[src/rtl/biriq_fetch_pkg.sv]
// Shared types for the fetch queue: the fetch packet layout and BTB branch-type encoding.
// Packet fields are sized for the widest configuration; narrower configs zero-extend into them.
package biriq_fetch_pkg;

    localparam int PC_BITS_MAX  = 31;
    localparam int IDX_BITS_MAX = 2;

    typedef enum logic [1:0] {
        BT_COND     = 2'b00,
        BT_INDIRECT = 2'b01,
        BT_JUMP     = 2'b10,
        BT_RET      = 2'b11
    } btb_type_e;

    typedef struct packed {
        logic [63:0]             instruction;
        logic [PC_BITS_MAX-1:0]  vpc;
        logic [3:0]              excp_code;
        logic                    excp_vld;
        logic [IDX_BITS_MAX-1:0] btb_index;
        btb_type_e               btb_btype;
        logic [1:0]              bm_pred;
        logic [PC_BITS_MAX-1:0]  btb_target;
        logic                    btb_vld;
        logic                    btb_way;
    } fetch_packet_t;

    function automatic int pc_bits(input int c_ext);
        return (c_ext != 0) ? 31 : 30;
    endfunction

    function automatic int idx_bits(input int c_ext);
        return (c_ext != 0) ? 2 : 1;
    endfunction

endpackage

[src/rtl/fetchq_mem.sv]
// Fetch queue storage: one synchronous write port, one asynchronous read port, no reset.
module fetchq_mem #(
    parameter int DEPTH = 4,
    parameter int WIDTH = 8,
    localparam int AW   = $clog2(DEPTH)
) (
    input  logic             clk,
    input  logic             wr_en,
    input  logic [AW-1:0]    wr_addr,
    input  logic [WIDTH-1:0] wr_data,
    input  logic [AW-1:0]    rd_addr,
    output logic [WIDTH-1:0] rd_data
);

    logic [WIDTH-1:0] mem [DEPTH];

    always_ff @(posedge clk) begin
        if (wr_en) begin
            mem[wr_addr] <= wr_data;
        end
    end

    assign rd_data = mem[rd_addr];

endmodule

[src/rtl/fetch_queue.sv]
// Decoupling FIFO between icache fetch and decode; flush empties it in one cycle.
// Define FETCHQ_BYPASS_EN for a zero-latency path from input to output while empty.
module fetch_queue
    import biriq_fetch_pkg::*;
#(
    parameter int  ENABLE_C_EXTENSION = 1,
    parameter int  DEPTH              = 4,
    localparam int PC_BITS            = pc_bits(ENABLE_C_EXTENSION),
    localparam int IDX_BITS           = idx_bits(ENABLE_C_EXTENSION)
) (
    input  logic                core_clock_i,
    input  logic                core_reset_ni,
    input  logic                core_flush_i,
    input  logic                fq_vld_i,
    input  logic [63:0]         fq_instruction_i,
    input  logic [PC_BITS-1:0]  fq_vpc_i,
    input  logic [3:0]          fq_excp_code_i,
    input  logic                fq_excp_vld_i,
    input  logic [IDX_BITS-1:0] fq_btb_index_i,
    input  logic [1:0]          fq_btb_btype_i,
    input  logic [1:0]          fq_btb_bm_pred_i,
    input  logic [PC_BITS-1:0]  fq_btb_target_i,
    input  logic                fq_btb_vld_i,
    input  logic                fq_btb_way_i,
    output logic                fq_busy_o,
    output logic                out_vld_o,
    output logic [63:0]         out_instruction_o,
    output logic [PC_BITS-1:0]  out_vpc_o,
    output logic [3:0]          out_excp_code_o,
    output logic                out_excp_vld_o,
    output logic [IDX_BITS-1:0] out_btb_index_o,
    output logic [1:0]          out_btb_btype_o,
    output logic [1:0]          out_btb_bm_pred_o,
    output logic [PC_BITS-1:0]  out_btb_target_o,
    output logic                out_btb_vld_o,
    output logic                out_btb_way_o,
    input  logic                out_busy_i
);

    localparam int             PTR_W     = $clog2(DEPTH);
    localparam logic [PTR_W:0] DEPTH_CNT = (PTR_W + 1)'(DEPTH);
    localparam logic [PTR_W:0] PTR_ONE   = (PTR_W + 1)'(1);

    // Extra MSB on each pointer tells full (MSBs differ) from empty (MSBs equal).
    logic [PTR_W:0] wr_ptr, rd_ptr, count;
    logic           empty, full, bypass, push, pop;
    fetch_packet_t  in_pkt, head_pkt, out_pkt;

    assign count     = wr_ptr - rd_ptr;
    assign empty     = (count == '0);
    assign full      = (count == DEPTH_CNT);
    assign fq_busy_o = full;

    always_comb begin
        in_pkt             = '0;
        in_pkt.instruction = fq_instruction_i;
        in_pkt.vpc         = PC_BITS_MAX'(fq_vpc_i);
        in_pkt.excp_code   = fq_excp_code_i;
        in_pkt.excp_vld    = fq_excp_vld_i;
        in_pkt.btb_index   = IDX_BITS_MAX'(fq_btb_index_i);
        in_pkt.btb_btype   = btb_type_e'(fq_btb_btype_i);
        in_pkt.bm_pred     = fq_btb_bm_pred_i;
        in_pkt.btb_target  = PC_BITS_MAX'(fq_btb_target_i);
        in_pkt.btb_vld     = fq_btb_vld_i;
        in_pkt.btb_way     = fq_btb_way_i;
    end

`ifdef FETCHQ_BYPASS_EN
    // A packet handed straight to an idle decoder is consumed without touching storage.
    assign bypass    = empty & fq_vld_i & ~out_busy_i & ~core_flush_i;
    assign out_pkt   = bypass ? in_pkt : head_pkt;
    assign out_vld_o = ~empty | bypass;
`else
    assign bypass    = 1'b0;
    assign out_pkt   = head_pkt;
    assign out_vld_o = ~empty;
`endif

    assign push = fq_vld_i & ~full & ~core_flush_i & ~bypass;
    assign pop  = ~empty & ~out_busy_i & ~core_flush_i;

    fetchq_mem #(
        .DEPTH (DEPTH),
        .WIDTH ($bits(fetch_packet_t))
    ) u_mem (
        .clk     (core_clock_i),
        .wr_en   (push),
        .wr_addr (wr_ptr[PTR_W-1:0]),
        .wr_data (in_pkt),
        .rd_addr (rd_ptr[PTR_W-1:0]),
        .rd_data (head_pkt)
    );

    always_ff @(posedge core_clock_i or negedge core_reset_ni) begin
        if (!core_reset_ni) begin
            wr_ptr <= '0;
            rd_ptr <= '0;
        end else if (core_flush_i) begin
            wr_ptr <= '0;
            rd_ptr <= '0;
        end else begin
            if (push) wr_ptr <= wr_ptr + PTR_ONE;
            if (pop)  rd_ptr <= rd_ptr + PTR_ONE;
        end
    end

    assign out_instruction_o = out_pkt.instruction;
    assign out_vpc_o         = out_pkt.vpc[PC_BITS-1:0];
    assign out_excp_code_o   = out_pkt.excp_code;
    assign out_excp_vld_o    = out_pkt.excp_vld;
    assign out_btb_index_o   = out_pkt.btb_index[IDX_BITS-1:0];
    assign out_btb_btype_o   = out_pkt.btb_btype;
    assign out_btb_bm_pred_o = out_pkt.bm_pred;
    assign out_btb_target_o  = out_pkt.btb_target[PC_BITS-1:0];
    assign out_btb_vld_o     = out_pkt.btb_vld;
    assign out_btb_way_o     = out_pkt.btb_way;

endmodule

[config.mk]
export PLATFORM = sky130hd
export DESIGN_NAME = fetch_queue
export DESIGN_NICKNAME = d
export VERILOG_FILES = /design/src/rtl/biriq_fetch_pkg.sv /design/src/rtl/fetchq_mem.sv /design/src/rtl/fetch_queue.sv
export SDC_FILE = /design/constraint.sdc
export NUM_CORES = 1
export LEC_CHECK = 0
export CAP_MARGIN = 20
export CORE_MARGIN = 2
export CORE_UTILIZATION = 50
export CTS_BUF_LIST = sky130_fd_sc_hd__clkbuf_8
export DETAILED_ROUTE_END_ITERATION = 8
export DONT_BUFFER_PORTS = 1
export PLACE_DENSITY = 0.66
export SLEW_MARGIN = 10
export SYNTH_ARGS = -nofsm -noshare
export SYNTH_HDL_FRONTEND = slang
export SYNTH_HIERARCHICAL = 1
export SYNTH_SLANG_ARGS = --single-unit
[constraint.sdc]
create_clock -name core_clock_i -period 15.4 [get_ports core_clock_i]
set_input_delay 0.77 -clock core_clock_i [delete_from_list [all_inputs] [get_ports core_clock_i]]
set_output_delay 0.77 -clock core_clock_i [all_outputs]
set_load 0.02 [all_outputs]
==> flow_metrics.py <==
metrics = {
    "worst_hold_path": {
        "min_path_type": "in2reg",
    },
    "yosys": {
        "yosys_warnings": 6,
        "synth-edff-count": 556,
        "synth_nets": 921,
        "ys_ff_latch": 562,
        "mappedNetlistArea_mm2": 0.0205,
        "synth_top_area_share_pct": 81.4,
        "ys_seq_area_share_pct": 82.1,
        "synth_area_leaders": "edfxtp_1 81%, mux4_2 15%, buf_6 0.77%",
        "synth_area_per_cell_um2": 26.5,
        "synth_cell_type_count": 26,
        "synth_cells": 773,
        "yosys_most_used_dff": "edfxtp_1",
        "async_flop_share_pct": 1.07,
        "synth.largest_area_cell": "edfxtp_1",
    },
    "clock_tree": {
        "cts_buffer_depth": 3,
        "cts_resized": 0,
        "numCtsBuffers": 88,
        "cts_root_buf": "clkbuf_8",
        "htree_levels": 3,
        "cts_sinks": 562,
        "clkSlewWorstSetupHoldPaths_ps": 60,
        "clk_latency_ps": 630,
        "cts_tree": "done",
    },
    "power_and_ir_drop": {
        "p_sw_share_pct": 29.6,
        "clockPowerShare_pct": 30.1,
        "leakagePower_nw": 7.01,
        "netSwitchingPower_mw": 1.15,
        "p_int_mw": 2.73,
        "power.density_mw_per_mm2": 170,
        "p_total_mw": 3.87,
        "comb_power_share_pct": 22.4,
        "ir_drop_mv": 0.112,
        "seqPwrFrac_pct": 47.5,
    },
    "placement": {
        "place_hpwl_um": 23100,
        "portBuffers": 0,
        "gp_congestion": 0.756,
        "pre_cts_ws_ps": 11060,
    },
    "floorplanning": {
        "die_w_um": 207,
        "start_util_pct": 50.5,
        "die_area_mm2": 0.0427,
        "core-area_mm2": 0.0406,
        "num_rows": 74,
        "die_height_um": 207,
        "ios": 285,
    },
    "detailed_routing": {
        "routed_via_density": 5.69,
        "drc": 0,
        "ant_nets": 0,
        "drtIter0Drc": 522,
        "wl_per_cell_um": 26.3,
        "num_vias": 8233,
        "firstDrtPassIters": 4,
        "wirelength_um": 38100,
    },
    "sta": {
        "fin_crit_sh_pct": 27.7,
        "fmax_mhz": 234,
        "tns_ps": 0,
        "setup_viol": 0,
        "skew_ps": 16.4,
        "hold_violations": 0,
        "slew_viol_final": 0,
        "slew_headroom_pct": 22.5,
        "tightestPinTransition_ps": 1160,
        "fin_ws_ps": 11130,
        "min_period_ps": 4270,
        "rsz0062_at_grt": "false",
    },
    "worst_setup_path": {
        "cp_slowest_stage_delay_ps": 1060,
        "path_buf_inv": 2,
        "worstPathCellList": "inv_1 > ha_1 > nor2b_1 > xnor2_1 > o21a_1 > nor2b_1 > and3b_4 > buf_4",
        "crit_path_start_kind": "register",
        "slowest_stage": "dfrtp_4",
        "critPathKind": "reg2reg",
        "end_kind": "register",
        "cp_max_fo": 66,
        "path_common_cell": "nor2b_1",
        "cp_top_family": "simple AND/OR/NAND/NOR gates",
        "required_ps": 15640,
        "arrival_ps": 4510,
    },
    "status": {
        "status": "completed",
    },
    "cells_and_area": {
        "fin_nets": 994,
        "area_delta_synth_final_pct": 10.9,
        "drive_gt1_share_pct": 30.6,
    },
    "grt": {
        "grt_pass1_wl_um": 55600,
        "antenna_found_initial": 2,
        "grt_util_all_layers_pct": 17.9,
        "grt_max_degree": 78,
        "grt_pass1_vias": 8944,
        "grt_overflow_total": 0,
    },
    "flow_run": {
        "maxCapViolations": 0,
    },
}
-- metal layers --
layer	up-vias	GRT usage (%)	wire length [µm]
li1	3518	-	-
met1	4353	20.9	14100
met2	304	28.6	18600
met3	56	9.39	4580
met4	2	6.22	706
met5	-	0	12
-- power by group through the flow --
stage / clock network [mW] / logic [mW] / registers [mW]
6_report: 1.16 / 0.869 / 1.84
5_1_grt: 1.27 / 0.920 / 1.85
4_1_cts: 1.21 / 0.882 / 1.84
3_5_place_dp: 0 / 0.878 / 1.87
3_3_place_gp: 0 / 0.869 / 1.87
2_1_floorplan: 0 / 0.779 / 1.86
-- final timing paths --
check / start / end / slack (ps) / cells past startpoint
max: rd_ptr[1] / u_mem/mem[2][82] / 11130 / 8
min: fq_instruction_i[4] / u_mem/mem[3][79] / 230 / 0
max reg2reg: rd_ptr[1] / u_mem/mem[2][82] / 11130 / 8
min reg2reg: wr_ptr[1] / wr_ptr[1] / 680 / 2
max in group asynchronous: core_reset_ni / rd_ptr[0] / 14660 / 1
min in group asynchronous: core_reset_ni / rd_ptr[1] / 470 / 1
-- cell type report --
type / instances / area [µm²]
Clock inverter: 70 / 432
Inverter: 3 / 11.3
Fill cell: 2875 / 17900
Sequential cell: 562 / 16900
Timing Repair Buffer: 15 / 135
Multi-Input combinational cell: 176 / 3430
Tap cell: 532 / 666
Antenna cell: 1 / 2.50
Clock buffer: 89 / 1220
-- cell usage in the layout (no fill, tap or decap), drive strengths merged --
master,n
nand2,1
dlygate4sd3,1
bufinv,4
clkinvlp,2
ha,4
mux2i,2
a311oi,1
nor2b,5
nand3,1
and3b,2
nand2b,4
dfrtp,6
and3,1
nor2,6
diode,1
edfxtp,556
o211ai,1
nor3b,1
o21a,1
mux2,4
clkbuf,89
inv,29
a31oi,1
xor2,1
clkinv,38
mux4,139
xnor2,1
buf,14
-- flip-flops by register name, summed over array words and instances, names as in the netlist --
name / cells
wr_ptr: 3
u_mem/mem: 556
rd_ptr: 3
-- per-stage QoR --
stage / hold slack, ps / cell area (µm²) / cells / util [%]
detailed placement: 475 / 21100 / 1286 / 51.8
floorplan: 474 / 20500 / 773 / -
CTS: 161 / 22700 / 1446 / 55.9
global placement: 475 / 21100 / 1286 / 51.8
global route: 179 / 22800 / 1447 / 56.0
finish: 226 / 22800 / 1448 / 56.0
-- cells by family (layout without fill, tap and decap cells) --
family / Yosys count / in the layout / share of synthesized area (%)
flops: 562 / 562 / 82.1
simple gates: 21 / 21 / 0.579
other cells: 0 / 1 / 0
mux: 145 / 145 / 15.6
fa+ha+maj: 4 / 4 / 0.244
compound gates: 4 / 4 / 0.146
xor+xnor: 2 / 2 / 0.0854
buf+inv: 35 / 177 / 1.26
-- timing repair --
item,CTS,global route
hold endpoints to repair,6,0
setup buffers,0,0
hold buffers,1,0
-- cell usage after synthesis, types with 3 or more instances --
cell        n
buf_6      14
nor2b_1     5
mux4_2    139
buf_2      12
dfrtp_1     6
edfxtp_1  556
nand2b_1    4
mux2_2      4
ha_1        4
inv_1       3
nor2_1      6
(Power assumes the default switching activity.)
